===== config.mk =====
export PLATFORM = sky130hd
export DESIGN_NAME = nibble_serial_adder_flat
export DESIGN_NICKNAME = d
export VERILOG_FILES = /design/src/rtl/nibble_serial_adder_if.sv /design/src/rtl/nibble_serial_adder.sv /design/src/flat_wrapper.sv
export SDC_FILE = /design/constraint.sdc
export NUM_CORES = 1
export LEC_CHECK = 0
export CAP_MARGIN = 20
export CORE_MARGIN = 5
export CORE_UTILIZATION = 35
export CTS_CLUSTER_DIAMETER = 150
export DETAILED_ROUTE_END_ITERATION = 7
export HOLD_SLACK_MARGIN = 0.05
export SLEW_MARGIN = 20
export SYNTH_ARGS = -nofsm -noshare
export SYNTH_HDL_FRONTEND = slang
export SYNTH_SLANG_ARGS = --single-unit

===== constraint.sdc =====
create_clock -name CLK -period 3 [get_ports CLK]
set_input_delay 0.9 -clock CLK [delete_from_list [all_inputs] [get_ports CLK]]
set_output_delay 0.9 -clock CLK [all_outputs]
set_load 0.005 [all_outputs]

===== src/rtl/nibble_serial_adder_if.sv =====
// Operand/result handshake bundle for nibble_serial_adder.
// NIBBLE_SERIAL_ADDER_SUBTRACT_EN adds the SUB operand flag.
interface nibble_serial_adder_if #(
  parameter int WIDTH = 16
);
  logic             IN_VALID;
  logic             IN_READY;
  logic [WIDTH-1:0] A;
  logic [WIDTH-1:0] B;
  logic             CIN;
`ifdef NIBBLE_SERIAL_ADDER_SUBTRACT_EN
  logic             SUB;
`endif
  logic             OUT_VALID;
  logic             OUT_READY;
  logic [WIDTH-1:0] SUM;
  logic             COUT;

`ifdef NIBBLE_SERIAL_ADDER_SUBTRACT_EN
  modport master (
    output IN_VALID, A, B, CIN, SUB, OUT_READY,
    input  IN_READY, OUT_VALID, SUM, COUT
  );
  modport slave (
    input  IN_VALID, A, B, CIN, SUB, OUT_READY,
    output IN_READY, OUT_VALID, SUM, COUT
  );
`else
  modport master (
    output IN_VALID, A, B, CIN, OUT_READY,
    input  IN_READY, OUT_VALID, SUM, COUT
  );
  modport slave (
    input  IN_VALID, A, B, CIN, OUT_READY,
    output IN_READY, OUT_VALID, SUM, COUT
  );
`endif
endinterface


===== src/rtl/nibble_serial_adder.sv =====
// WIDTH-bit adder reusing one 4-bit carry-lookahead cell over WIDTH/4 cycles.
// Optional NIBBLE_SERIAL_ADDER_SUBTRACT_EN: SUB=1 computes A - B.
module carry_look_ahead (
  input  logic [3:0] A,
  input  logic [3:0] B,
  input  logic       CIN,
  output logic [3:0] SUM,
  output logic       COUT
);
  logic [3:0] g;
  logic [3:0] p;
  logic [4:0] c;

  assign g    = A & B;
  assign p    = A ^ B;
  assign c[0] = CIN;
  assign c[1] = g[0] | (p[0] & c[0]);
  assign c[2] = g[1] | (p[1] & g[0]) | (p[1] & p[0] & c[0]);
  assign c[3] = g[2] | (p[2] & g[1]) | (p[2] & p[1] & g[0]) | (p[2] & p[1] & p[0] & c[0]);
  assign c[4] = g[3] | (p[3] & g[2]) | (p[3] & p[2] & g[1]) | (p[3] & p[2] & p[1] & g[0])
              | (p[3] & p[2] & p[1] & p[0] & c[0]);
  assign SUM  = p ^ c[3:0];
  assign COUT = c[4];
endmodule

module nibble_serial_adder #(
  parameter int WIDTH = 16
) (
  input  logic                        CLK,
  input  logic                        RST,
  nibble_serial_adder_if.slave        bus
);
  localparam int N  = WIDTH / 4;
  localparam int CW = (N > 1) ? $clog2(N) : 1;
  localparam logic [CW-1:0] LAST = CW'(N - 1);

  localparam logic [1:0] IDLE = 2'd0;
  localparam logic [1:0] RUN  = 2'd1;
  localparam logic [1:0] DONE = 2'd2;

  generate
    if ((WIDTH % 4) != 0 || WIDTH < 4) begin : g_bad_width
      $error("nibble_serial_adder: WIDTH must be a multiple of 4 and >= 4");
    end
  endgenerate

  logic [1:0]       state;
  logic [CW-1:0]    cnt_p0;
  logic [WIDTH-1:0] a_p0;
  logic [WIDTH-1:0] b_p0;
  logic             carry_p0;
  logic [WIDTH-1:0] sum_p1;
  logic             cout_p1;
  logic             vld_p1;

  logic [3:0]       cell_a;
  logic [3:0]       cell_b;
  logic [3:0]       cell_sum;
  logic             cell_cout;

  logic [WIDTH-1:0] b_in;
  logic             c_in;

`ifdef NIBBLE_SERIAL_ADDER_SUBTRACT_EN
  // Subtraction is A + ~B + 1, so the inversion and forced carry happen at capture.
  assign b_in = bus.SUB ? ~bus.B : bus.B;
  assign c_in = bus.SUB ? 1'b1 : bus.CIN;
`else
  assign b_in = bus.B;
  assign c_in = bus.CIN;
`endif

  assign cell_a = a_p0[{cnt_p0, 2'b00} +: 4];
  assign cell_b = b_p0[{cnt_p0, 2'b00} +: 4];

  carry_look_ahead u_cla (
    .A    (cell_a),
    .B    (cell_b),
    .CIN  (carry_p0),
    .SUM  (cell_sum),
    .COUT (cell_cout)
  );

  always_ff @(posedge CLK) begin
    if (RST) begin
      state    <= IDLE;
      cnt_p0   <= '0;
      a_p0     <= '0;
      b_p0     <= '0;
      carry_p0 <= 1'b0;
      sum_p1   <= '0;
      cout_p1  <= 1'b0;
      vld_p1   <= 1'b0;
    end else begin
      case (state)
        // Capture stage: operands latched, carry seeded.
        IDLE: begin
          if (bus.IN_VALID) begin
            a_p0     <= bus.A;
            b_p0     <= b_in;
            carry_p0 <= c_in;
            cnt_p0   <= '0;
            state    <= RUN;
          end
        end
        // Nibble stage: one cell evaluation per edge, LSB nibble first.
        RUN: begin
          sum_p1[{cnt_p0, 2'b00} +: 4] <= cell_sum;
          carry_p0 <= cell_cout;
          cnt_p0   <= cnt_p0 + 1'b1;
          if (cnt_p0 == LAST) begin
            cout_p1 <= cell_cout;
            vld_p1  <= 1'b1;
            state   <= DONE;
          end
        end
        // Result stage: hold until downstream takes it.
        DONE: begin
          if (bus.OUT_READY) begin
            vld_p1 <= 1'b0;
            state  <= IDLE;
          end
        end
        default: state <= IDLE;
      endcase
    end
  end

  assign bus.IN_READY  = (state == IDLE) & ~RST;
  assign bus.OUT_VALID = vld_p1;
  assign bus.SUM       = sum_p1;
  assign bus.COUT      = cout_p1;
endmodule

===== src/flat_wrapper.sv =====
// flat-port wrapper written by rule: the top's interface ports become plain ports
module nibble_serial_adder_flat 
#(
  parameter int WIDTH = 16
)
  (CLK, RST, bus_IN_VALID, bus_A, bus_B, bus_CIN, bus_OUT_READY, bus_IN_READY, bus_OUT_VALID, bus_SUM, bus_COUT);
  nibble_serial_adder_if #(.WIDTH(WIDTH)) bus_i ();
  input  logic CLK;
  input  logic RST;
  input wire logic [$bits(bus_i.IN_VALID)-1:0] bus_IN_VALID;
  input wire logic [$bits(bus_i.A)-1:0] bus_A;
  input wire logic [$bits(bus_i.B)-1:0] bus_B;
  input wire logic [$bits(bus_i.CIN)-1:0] bus_CIN;
  input wire logic [$bits(bus_i.OUT_READY)-1:0] bus_OUT_READY;
  output wire logic [$bits(bus_i.IN_READY)-1:0] bus_IN_READY;
  output wire logic [$bits(bus_i.OUT_VALID)-1:0] bus_OUT_VALID;
  output wire logic [$bits(bus_i.SUM)-1:0] bus_SUM;
  output wire logic [$bits(bus_i.COUT)-1:0] bus_COUT;
  assign bus_i.IN_VALID = bus_IN_VALID;
  assign bus_i.A = bus_A;
  assign bus_i.B = bus_B;
  assign bus_i.CIN = bus_CIN;
  assign bus_i.OUT_READY = bus_OUT_READY;
  assign bus_IN_READY = bus_i.IN_READY;
  assign bus_OUT_VALID = bus_i.OUT_VALID;
  assign bus_SUM = bus_i.SUM;
  assign bus_COUT = bus_i.COUT;
  nibble_serial_adder #(.WIDTH(WIDTH)) u_core (.CLK(CLK), .RST(RST), .bus(bus_i));
endmodule

==> flow_summary.toml <==
[worst_setup_path]
slowest_stage = "mux4_2"
crit_chain = "buf_4, mux4_2, ha_1, a211oi_2, o21bai_1, xnor2_1, o21ai_1"
r2r_start = "u_core.cnt_p0[0]"
cp-end-kind = "flip-flop"
path_delay_family = "multiplexers"
critPathArrivalTime_ns = 2.75
max_stage_delay_ns = 0.54
start_kind = "flip-flop"
required_ns = 3.20
critPathBufInv = 1
cp_max_fo = 6
startpoint = "u_core.cnt_p0[0]"
critPathKind = "reg2reg"

[final_layout]
drive_above_1_share = 0.09668
final_nets = 378
fill_cells = 739
final_common_cell = "nand2_1"
finalNonFillerCells = 427
diodes = 0
area_growth_pct = 28.59
final_cell_mix = "nand2_1 (80), dfxtp_1 (55), clkdlybuf4s50_1 (54), a21oi_1 (40), nor2_1 (17)"

[logic_synthesis]
yosys-top-cells-area = "dfxtp_1 (44%), nand2_1 (12%), a21oi_1 (8.1%)"
yosys.area_share.simple = 0.2214
syn_area_sq_um = 2481
yosys.area.top_type = "dfxtp_1"
synth_top_family_by_area = "simple AND/OR/NAND/NOR gates"
synth_compound_area_frac = 0.1548
syn_inst = 280
yosysSeqAreaShare = 0.4438
synth.top_cell.area_share = 0.4438
synth-adder-area-share = 0.05850
synth_area_per_cell_sq_um = 8.861
yosysWarnings = 0
ys_ff_latch = 55
synth.distinct_cells = 35
synth-xor-area-share = 0.007060
syn-num-nets = 328
muxShareOfSynthArea = 0.07262

[timing]
finalHoldViolCount = 0
min_period_ns = 2.555
worst_clock_skew_ns = 0.01113
setup_viol = 0
slew_viol_final = 0
tightestPinTransition_ns = 0.5744
max-slew-margin-rel = 0.6171
finalSetupTns_ns = 0
post-route-period-util = 0.8517
max_freq_ghz = 0.3914
setup_slack_ns = 0.4450
grt_setup_unrepaired = "false"

[placed_design]
dpl.hpwl_mm = 4.150
port-buffer-count = 55
gp_congestion = 0.7397
dp.cells = 419
place_worst_setup_slack_ns = 0.4414

[global_routing]
track_usage = 0.1373
grt_pass1_vias = 1972
grt-ovfl-total = 0
grt_start_max_net_pins = 55
antenna_found_initial = 0
grt_pass1_wl_mm = 9.818

[clocking]
cts_buffers = 5
clock_latency_ns = 0.31
cts_buffer_depth = 2
clkSinkCount = 55
clk_pin_slew_ns = 0.10
htreeDepth = 2
cts_tree = "done"
cts_resized = 0
hold_buffers = 0
clock-root-buffer = "clkbuf_8"
post_cts_buffers = 0

[floorplan]
die_w_microns = 94.20
start_util = 0.3632
rows = 30
die_h_microns = 94.20
die-area_sq_um = 8873
io_pins = 56
core_area_sq_um = 6832

[pwr]
ir_worst_vdd_v = 0.0001939
pwr-share-clk = 0.286
p_seq_frac = 0.549
internal_power_mw = 1.045
p_leak_nw = 1.153
switchingPower_uw = 386.6
sw_frac_of_total = 0.2700
p_comb_frac = 0.165
p_per_area_nw_per_um2 = 448.8

[route]
viasPerCell = 4.815
wl_per_cell_microns = 13.48
drtPass1Iterations = 5
finalWirelength_mm = 5.755
remaining_drc_errors = 0
vias = 2056
detailedRoute.firstIterationViolations = 74
postRouteAntennaNets = 0

[worst_hold_path]
hp-class = "reg2reg"
hold_start = "u_core.a_p0[7]"

[run_status]
status = "complete, no violations"

[run]
max-cap-violations = 0
[metrics by stage]
stage	power, mW	util	instance area (sq um)	hold slack (ns)
6_report	1.432	0.4670	3191	0.4589
5_1_grt	1.504	0.4670	3191	0.4707
4_1_cts	1.451	0.4670	3191	0.4609
3_5_place_dp	1.042	0.4542	3103	0.4470
3_3_place_gp	1.039	0.4542	3103	0.4409
2_1_floorplan	0.9465	-	2481	0.4331
[area by class of cell]
class | count | area, sq um | share of cell area
Multi-Input combinational cell | 203 | 1276 | 0.4000
Sequential cell | 55 | 1101 | 0.3451
Timing Repair Buffer | 61 | 590.6 | 0.1851
Tap cell | 96 | 120.1 | 0.03765
Clock buffer | 5 | 68.82 | 0.02157
Clock inverter | 3 | 18.77 | 0.005882
Inverter | 4 | 15.01 | 0.004706
[Yosys cell counts]
cell / count
nor3b_2: 1
clkbuf_1: 10
buf_4: 2
nor2b_1: 1
or2_2: 1
buf_2: 5
a22oi_1: 8
nor2_1: 17
nor2_2: 2
ha_1: 10
nand4bb_1: 1
mux4_2: 8
o21ai_1: 4
nand2_1: 80
a211oi_1: 2
or2_1: 1
a21oi_1: 40
inv_1: 4
xnor2_1: 1
nand3_1: 4
fa_1: 1
dfxtp_1: 55
nor3_1: 1
o21bai_1: 3
o31ai_2: 1
nor4_4: 1
nand3b_4: 1
nand2b_1: 4
a211oi_2: 1
o22ai_1: 1
nand3b_1: 2
buf_6: 1
nor4b_4: 1
xor2_1: 1
a32oi_1: 4
[worst paths after layout]
| check | end | slack, ns | depth (start not counted) |
|---|---|---|---|
| setup / recovery | u_core.bus.SUM[15] | 0.45 | 7 |
| hold / removal | u_core.a_p0[7] | 0.46 | 2 |
| setup reg to reg | u_core.bus.SUM[15] | 0.45 | 7 |
| hold reg to reg | u_core.a_p0[7] | 0.46 | 2 |
[tightest hold or removal path, delay by kind of cell (launching register included)]
kind               cells  cell delay, ns
and+or+nand+nor        1            0.05
AOI/OAI and AO/OA      1            0.05
DFF                    1            0.32
[cell families after synthesis]
kind of cell / Yosys count
xor gates and xnor gates: 2
muxes: 8
AOI/OAI and AO/OA: 64
and+or+nand+nor: 118
adders and majority gates: 11
buffers and inverters: 22
DFF: 55
[per-layer routing]
metal  track usage  routed length (microns)  share of wire  vias to the layer above
li1              -                        -              -                     1055
met1        0.1863                     2702           0.47                      945
met2        0.2199                     2717           0.47                       49
met3       0.03285                      290          0.050                        7
met4       0.03249                       45         0.0078                        0
met5             0                        0              0                        -
[sequential cells by signal, indices dropped and copies added (netlist names)]
signal,flops
u_core.bus.SUM,16
u_core.bus.OUT_VALID,1
u_core.bus.COUT,1
u_core.cnt_p0,2
u_core.b_p0,16
u_core.state,2
u_core.carry_p0,1
u_core.a_p0,16
[power groups by stage]
| stage | clock [mW] | combinational [mW] | sequential (mW) |
|---|---|---|---|
| final | 0.409 | 0.236 | 0.787 |
| after global routing | 0.448 | 0.264 | 0.792 |
| after CTS | 0.425 | 0.239 | 0.787 |
| after detailed placement | 0 | 0.237 | 0.804 |
| after global placement | 0 | 0.236 | 0.804 |
| after floorplan | 0 | 0.152 | 0.795 |
(Power assumes the default switching activity.)
